**src/rtl/lsu_if.sv**
```systemverilog
`timescale 1ns/1ps
`default_nettype none
// ============================================================================
// Module   : lsu_if
// Brief    : Single-port data-memory bus between the LSU and data memory.
//            Valid/ready handshake, word address, byte strobes, and 32-bit
//            read and write data.
// Revision : 1.0  initial release
// ============================================================================
interface lsu_if;
  logic        mem_valid;
  logic        mem_ready;
  logic [31:0] mem_addr;
  logic        mem_we;
  logic [3:0]  mem_wstrb;
  logic [31:0] mem_wdata;
  logic [31:0] mem_rdata;

  // The LSU drives the request side.
  modport master (
    output mem_valid, mem_addr, mem_we, mem_wstrb, mem_wdata,
    input  mem_ready, mem_rdata
  );

  // Memory drives the response side.
  modport slave (
    input  mem_valid, mem_addr, mem_we, mem_wstrb, mem_wdata,
    output mem_ready, mem_rdata
  );
endinterface
`default_nettype wire

```
**src/rtl/lsu.sv**
```systemverilog
`timescale 1ns/1ps
`default_nettype none
// ============================================================================
// Module   : lsu
// Brief    : Load/store unit. Sizes and aligns one access from the ALU's
//            effective address, runs a single valid/ready bus beat with a
//            timeout, and returns the extended load data with a done pulse.
// Revision : 1.0  initial release
// ============================================================================
module lsu #(
  parameter int unsigned TIMEOUT = 256
) (
  input  logic        clk,
  input  logic        rst,
  input  logic        start,
  input  logic        is_store,
  input  logic [2:0]  funct3,
  input  logic [31:0] addr,
  input  logic [31:0] store_data,
  output logic        busy,
  output logic        done,
  output logic [31:0] load_data,
  output logic        misaligned,
  output logic        bus_error,
  lsu_if.master       bus
);

  // The counter only needs to reach TIMEOUT-1; the beat expires on the
  // following stalled cycle.
  localparam int unsigned CW = (TIMEOUT > 1) ? $clog2(TIMEOUT) : 1;

  typedef enum logic [1:0] {
    S_IDLE  = 2'd0,
    S_REQ   = 2'd1,
    S_RESP  = 2'd2,
    S_FAULT = 2'd3
  } state_t;

  state_t          state_q, state_d;
  logic            busy_q, busy_d;
  logic            done_q, done_d;
  logic            misaligned_q, misaligned_d;
  logic            bus_error_q, bus_error_d;
  logic [31:0]     load_data_q, load_data_d;
  logic            mem_valid_q, mem_valid_d;
  logic [31:0]     mem_addr_q, mem_addr_d;
  logic            mem_we_q, mem_we_d;
  logic [3:0]      mem_wstrb_q, mem_wstrb_d;
  logic [31:0]     mem_wdata_q, mem_wdata_d;
  logic [2:0]      funct3_q, funct3_d;
  logic [1:0]      off_q, off_d;
  logic [CW-1:0]   cnt_q, cnt_d;

  logic            w_legal;
  logic            w_aligned;
  logic [3:0]      w_strb;
  logic [31:0]     w_wdata;
  logic [31:0]     w_rshift;
  logic [31:0]     w_ext;
  logic            w_expired;

  // Decode the incoming request: legal width for the direction, natural alignment.
  always_comb begin
    w_legal = 1'b0;
    case (funct3)
      3'b000, 3'b001, 3'b010: w_legal = 1'b1;
      3'b100, 3'b101:         w_legal = !is_store;
      default:                w_legal = 1'b0;
    endcase
    if (funct3[0])      w_aligned = !addr[0];
    else if (funct3[1]) w_aligned = (addr[1:0] == 2'b00);
    else                w_aligned = 1'b1;
  end

  // Place store data into byte lanes according to width and offset.
  always_comb begin
    case (funct3[1:0])
      2'b00: begin
        w_strb  = 4'b0001 << addr[1:0];
        w_wdata = {4{store_data[7:0]}};
      end
      2'b01: begin
        w_strb  = 4'b0011 << addr[1:0];
        w_wdata = {2{store_data[15:0]}};
      end
      default: begin
        w_strb  = 4'b1111;
        w_wdata = store_data;
      end
    endcase
  end

  // Extract and extend the addressed byte/half/word from the read beat.
  always_comb begin
    w_rshift = bus.mem_rdata >> {off_q, 3'b000};
    case (funct3_q)
      3'b000:  w_ext = {{24{w_rshift[7]}}, w_rshift[7:0]};
      3'b001:  w_ext = {{16{w_rshift[15]}}, w_rshift[15:0]};
      3'b100:  w_ext = {24'd0, w_rshift[7:0]};
      3'b101:  w_ext = {16'd0, w_rshift[15:0]};
      default: w_ext = w_rshift;
    endcase
  end

  assign w_expired = (TIMEOUT != 0) && (cnt_q == CW'(TIMEOUT - 1));

  // Next-state and registered-output computation for the transaction FSM.
  always_comb begin
    state_d      = state_q;
    busy_d       = busy_q;
    done_d       = 1'b0;
    misaligned_d = 1'b0;
    bus_error_d  = 1'b0;
    load_data_d  = load_data_q;
    mem_valid_d  = mem_valid_q;
    mem_addr_d   = mem_addr_q;
    mem_we_d     = mem_we_q;
    mem_wstrb_d  = mem_wstrb_q;
    mem_wdata_d  = mem_wdata_q;
    funct3_d     = funct3_q;
    off_d        = off_q;
    cnt_d        = cnt_q;
    case (state_q)
      S_IDLE: begin
        load_data_d = '0;
        if (start) begin
          funct3_d = funct3;
          off_d    = addr[1:0];
          if (w_legal && w_aligned) begin
            state_d     = S_REQ;
            busy_d      = 1'b1;
            mem_valid_d = 1'b1;
            mem_addr_d  = {addr[31:2], 2'b00};
            mem_we_d    = is_store;
            mem_wstrb_d = is_store ? w_strb : 4'b0000;
            mem_wdata_d = is_store ? w_wdata : 32'd0;
            cnt_d       = '0;
          end else begin
            state_d      = S_FAULT;
            done_d       = 1'b1;
            misaligned_d = 1'b1;
          end
        end
      end
      S_REQ: begin
        if (bus.mem_ready) begin
          state_d     = S_RESP;
          busy_d      = 1'b0;
          done_d      = 1'b1;
          mem_valid_d = 1'b0;
          load_data_d = mem_we_q ? 32'd0 : w_ext;
        end else if (w_expired) begin
          state_d     = S_RESP;
          busy_d      = 1'b0;
          done_d      = 1'b1;
          bus_error_d = 1'b1;
          mem_valid_d = 1'b0;
          load_data_d = '0;
        end else begin
          cnt_d = cnt_q + 1'b1;
        end
      end
      default: begin
        // RESP and FAULT last one cycle; any start seen here is dropped.
        state_d     = S_IDLE;
        load_data_d = '0;
      end
    endcase
  end

  // State and output registers with synchronous reset.
  always_ff @(posedge clk) begin
    if (rst) begin
      state_q      <= S_IDLE;
      busy_q       <= 1'b0;
      done_q       <= 1'b0;
      misaligned_q <= 1'b0;
      bus_error_q  <= 1'b0;
      load_data_q  <= '0;
      mem_valid_q  <= 1'b0;
      mem_addr_q   <= '0;
      mem_we_q     <= 1'b0;
      mem_wstrb_q  <= '0;
      mem_wdata_q  <= '0;
      funct3_q     <= '0;
      off_q        <= '0;
      cnt_q        <= '0;
    end else begin
      state_q      <= state_d;
      busy_q       <= busy_d;
      done_q       <= done_d;
      misaligned_q <= misaligned_d;
      bus_error_q  <= bus_error_d;
      load_data_q  <= load_data_d;
      mem_valid_q  <= mem_valid_d;
      mem_addr_q   <= mem_addr_d;
      mem_we_q     <= mem_we_d;
      mem_wstrb_q  <= mem_wstrb_d;
      mem_wdata_q  <= mem_wdata_d;
      funct3_q     <= funct3_d;
      off_q        <= off_d;
      cnt_q        <= cnt_d;
    end
  end

  assign busy          = busy_q;
  assign done          = done_q;
  assign misaligned    = misaligned_q;
  assign bus_error     = bus_error_q;
  assign load_data     = load_data_q;
  assign bus.mem_valid = mem_valid_q;
  assign bus.mem_addr  = mem_addr_q;
  assign bus.mem_we    = mem_we_q;
  assign bus.mem_wstrb = mem_wstrb_q;
  assign bus.mem_wdata = mem_wdata_q;

endmodule
`default_nettype wire

```
**src/flat_wrapper.sv**
```systemverilog
// flat-port wrapper written by rule: the top's interface ports become plain ports
module lsu_flat 
#(
  parameter int unsigned TIMEOUT = 256
)
  (clk, rst, start, is_store, funct3, addr, store_data, busy, done, load_data, misaligned, bus_error, bus_mem_valid, bus_mem_addr, bus_mem_we, bus_mem_wstrb, bus_mem_wdata, bus_mem_ready, bus_mem_rdata);
  lsu_if bus_i ();
  input  logic clk;
  input  logic rst;
  input  logic start;
  input  logic is_store;
  input  logic [2:0] funct3;
  input  logic [31:0] addr;
  input  logic [31:0] store_data;
  output logic busy;
  output logic done;
  output logic [31:0] load_data;
  output logic misaligned;
  output logic bus_error;
  output wire logic [$bits(bus_i.mem_valid)-1:0] bus_mem_valid;
  output wire logic [$bits(bus_i.mem_addr)-1:0] bus_mem_addr;
  output wire logic [$bits(bus_i.mem_we)-1:0] bus_mem_we;
  output wire logic [$bits(bus_i.mem_wstrb)-1:0] bus_mem_wstrb;
  output wire logic [$bits(bus_i.mem_wdata)-1:0] bus_mem_wdata;
  input wire logic [$bits(bus_i.mem_ready)-1:0] bus_mem_ready;
  input wire logic [$bits(bus_i.mem_rdata)-1:0] bus_mem_rdata;
  assign bus_mem_valid = bus_i.mem_valid;
  assign bus_mem_addr = bus_i.mem_addr;
  assign bus_mem_we = bus_i.mem_we;
  assign bus_mem_wstrb = bus_i.mem_wstrb;
  assign bus_mem_wdata = bus_i.mem_wdata;
  assign bus_i.mem_ready = bus_mem_ready;
  assign bus_i.mem_rdata = bus_mem_rdata;
  lsu #(.TIMEOUT(TIMEOUT)) u_core (.clk(clk), .rst(rst), .start(start), .is_store(is_store), .funct3(funct3), .addr(addr), .store_data(store_data), .busy(busy), .done(done), .load_data(load_data), .misaligned(misaligned), .bus_error(bus_error), .bus(bus_i));
endmodule
```
**config.mk**
```make
export PLATFORM = sky130hd
export DESIGN_NAME = lsu_flat
export DESIGN_NICKNAME = d
export VERILOG_FILES = /design/src/rtl/lsu_if.sv /design/src/rtl/lsu.sv /design/src/flat_wrapper.sv
export SDC_FILE = /design/constraint.sdc
export NUM_CORES = 1
export LEC_CHECK = 0
export CORE_ASPECT_RATIO = 0.75
export CORE_MARGIN = 2
export CORE_UTILIZATION = 30
export DETAILED_ROUTE_END_ITERATION = 16
export HOLD_SLACK_MARGIN = 0.06
export PLACE_DENSITY = 0.72
export SYNTH_ARGS = -nofsm -noshare
export SYNTH_HDL_FRONTEND = slang
export SYNTH_SLANG_ARGS = --single-unit
```
**constraint.sdc**
```tcl
create_clock -name clk -period 3.8 [get_ports clk]
set_input_delay 0.76 -clock clk [delete_from_list [all_inputs] [get_ports clk]]
set_output_delay 0.76 -clock clk [all_outputs]
set_load 0.02 [all_outputs]
```
==> qor.yml <==
clocking:
  post-cts-setup-buffer-count: 0
  path_clk_slew_ps: 60
  htreeDepth: 4
  ctsResizeCount: 0
  cts_tree: "built"
  cts_hold_buf: 0
  numCtsBuffers: 17
  cts_buffer_depth: 2
  cts_num_sinks: 118
  clock_latency_ps: 420
  cts_root_buf: "clkbuf_16"
worst_setup_path:
  crit_fanout: 17
  rr_endpoint: "u_core.load_data[23]"
  critPathLaunchType: "input pin"
  rr_worst_depth: 6
  crit_path_end_kind: "flip-flop"
  critPathRequiredTime_ps: 4150
  worst_ep_arrival_time_ps: 2880
  reg2reg_from: "u_core.cnt_q[0]"
  path_class: "input pin to flip-flop"
  r2r_slack_ps: 1590
pwr:
  clockPowerShare: 0.479
  pwr-share-comb: 0.140
  power_switching_mw: 0.8691
  power_density_nw_per_um2: 440.3
  pwr-share-seq: 0.381
  max-vdd-ir-drop_mv: 0.3199
  swShare: 0.2542
  leakagePower_nw: 2.782
  intPower_mw: 2.550
yosys:
  ys_warn_count: 0
  netlist_top_cells_count: "118 x dfxtp_1, 83 x nand2_1, 58 x a21oi_1"
  netlist_instances: 521
  synth_top_area_share: 0.4744
  syn_avg_cell_area_um2: 9.558
  yosysSeqAreaShare: 0.4744
  synth_edf_count: 0
  synth.distinct_cells: 55
  synth_top_flop_cell: "dfxtp_1"
  yosysMostFrequentCell: "dfxtp_1"
  synthTopCellsByArea: "dfxtp_1 47%, mux2i_1 7.8%, nand2_1 6.3%"
  ys_ff_latch: 118
  postSynth.asyncResetShare: 0
  yosysTopAreaCell: "dfxtp_1"
  synth_area_um2: 4980
grt:
  antenna_found_initial: 0
  grt_start_max_net_pins: 46
  grt-ovfl-total: 0
  grt_usage: 0.1684
  grt_pass1_wl_mm: 23.30
  grt_pass1_vias: 4267
timing:
  hold_viol: 0
  finalSetupViolCount: 0
  min_period_ps: 2525
  setup_tns_ps: 0
  max_clock_freq_mhz: 396.0
  relSlewSlack: 0.4065
  skew_ps: 8.869
  worst_pin_slew_ps: 886.9
  rsz0062_at_grt: "false"
  slew_viol_final: 0
  post-route-period-util: 0.6646
final_layout:
  layout-drive-gt1-share: 0.08929
  nFillCells: 1501
  antenna_cells: 0
  fin_util: 0.4818
  multi_input_area_um2: 2381
  regArea_um2: 2362
  nNetsFinal: 820
  syn2layout_area_growth_pct: 55.93
detailed_routing:
  ant_nets: 0
  drt-initial-drc-count: 261
  via_per_inst: 4.832
  dr_total_vias: 4532
  drc_errors: 0
  drt_wl_total_mm: 14.93
  dr.pass1.iters: 4
  wire_per_inst_um: 15.91
floorplanning:
  pin_count: 210
  fp.dieH_um: 115.6
  die_area_um2: 17660
  num_rows: 40
  coreArea_um2: 16120
  initial_utilization: 0.3090
  die_w_um: 152.8
worst_hold_path:
  min_to: "u_core.bus.mem_addr[15]"
  min_path_type: "flip-flop to flip-flop"
  hold-path-cell-count: 2
  worstHoldStart: "u_core.bus.mem_addr[15]"
outcome:
  status: "finished, final reports clean"
place:
  dp_hpwl_mm: 10.75
  gp_congestion: 0.8147
  numPortBuffers: 207
job:
  maxCapViolations: 0
[through the flow]
| stage | setup slack [ps] | cells | hold WS (ps) | area [um^2] | power (mW) |
|---|---|---|---|---|---|
| after global placement | 956.8 | 906 | 441.0 | 7159 | 1.805 |
| final | 1275 | 938 | 451.6 | 7765 | 3.419 |
| after CTS | 1303 | 938 | 453.1 | 7765 | 3.458 |
| after detailed placement | 866.3 | 906 | 445.7 | 7159 | 1.808 |
| after global routing | 1182 | 938 | 468.7 | 7765 | 3.556 |
| after floorplan | 1763 | 522 | 457.5 | 4984 | 1.572 |
[kinds of logic after synthesis]
kind of cell / Yosys count / synth area share
AO/OA/AOI/OAI: 160 / 0.2251
XOR/XNOR: 2 / 0.003518
adder cells (fa/ha/maj): 1 / 0.002512
buffers and inverters: 47 / 0.04950
flip-flops: 118 / 0.4744
multiplexers: 48 / 0.1010
other: 1 / 0.0007530
AND/OR/NAND/NOR: 144 / 0.1432
[placed cells by master, fill, tap and decap left out, types with 3 or more instances in the layout]
| cell type | n |
|---|---|
| clkbuf_16 | 17 |
| mux2_2 | 8 |
| o31ai_1 | 3 |
| nor2_1 | 20 |
| a21o_1 | 3 |
| nand3b_1 | 8 |
| bufinv_16 | 3 |
| clkinvlp_4 | 6 |
| o2bb2ai_1 | 34 |
| inv_1 | 5 |
| dfxtp_1 | 118 |
| a21oi_1 | 58 |
| mux2i_1 | 39 |
| buf_4 | 9 |
| a221o_1 | 16 |
| nand3_1 | 4 |
| a22o_1 | 17 |
| nand2_1 | 83 |
| o21ai_0 | 19 |
| clkdlybuf4s50_1 | 206 |
[registers in the layout, summed over array words and instances, names as in the netlist]
name and flops:
u_core.bus.mem_wdata 32, u_core.load_data 32, u_core.bus.mem_addr 30, u_core.cnt_q 8, u_core.bus.mem_wstrb 4, u_core.funct3_q 3, u_core.off_q 2, u_core.state_q 2
u_core.bus.mem_valid 1, u_core.bus.mem_we 1, u_core.bus_error 1, u_core.done 1, u_core.misaligned 1
[area by class of cell]
| type | count | share of cell area |
|---|---|---|
| Clock buffer | 17 | 0.05479 |
| Clock inverter | 15 | 0.02320 |
| Inverter | 5 | 0.002417 |
| Multi-Input combinational cell | 357 | 0.3066 |
| Sequential cell | 118 | 0.3042 |
| Tap cell | 210 | 0.03384 |
| Timing Repair Buffer | 216 | 0.2749 |
[per-layer routing]
layer  vias to the layer above  routed length, um  track usage
met1                      2092               7290       0.2291
met5                         -                  0            0
met3                        11               1153      0.07629
met4                         0                176      0.04691
met2                       141               6307       0.2413
li1                       2288                  -            -
[power by group through the flow]
stage	clock network, mW	logic, mW	registers (mW)
final	1.64	0.479	1.30
after global routing	1.73	0.516	1.31
after CTS	1.67	0.479	1.30
after detailed placement	0	0.478	1.33
after global placement	0	0.475	1.33
after floorplan	0	0.204	1.37
[worst max-delay path, stage by stage]
cell	delay (ps)
clkdlybuf4s50_1	510
nor4_1	560
or2_1	230
and3_1	560
a22o_1	240
[how the worst max path moves through the flow]
stage                                to  slack, ps      start  cells past startpoint
3_5_place_dp    u_core.bus.mem_wdata[6]        870    addr[1]                      5
5_1_grt         u_core.bus.mem_wdata[3]       1180    addr[1]                      5
2_1_floorplan  u_core.bus.mem_wdata[30]       1760  funct3[0]                      7
3_3_place_gp    u_core.bus.mem_wdata[7]        960    addr[1]                      5
6_report        u_core.bus.mem_wdata[3]       1270    addr[1]                      5
4_1_cts         u_core.bus.mem_wdata[3]       1300    addr[1]                      5
Power figures use the tool's default switching activity.
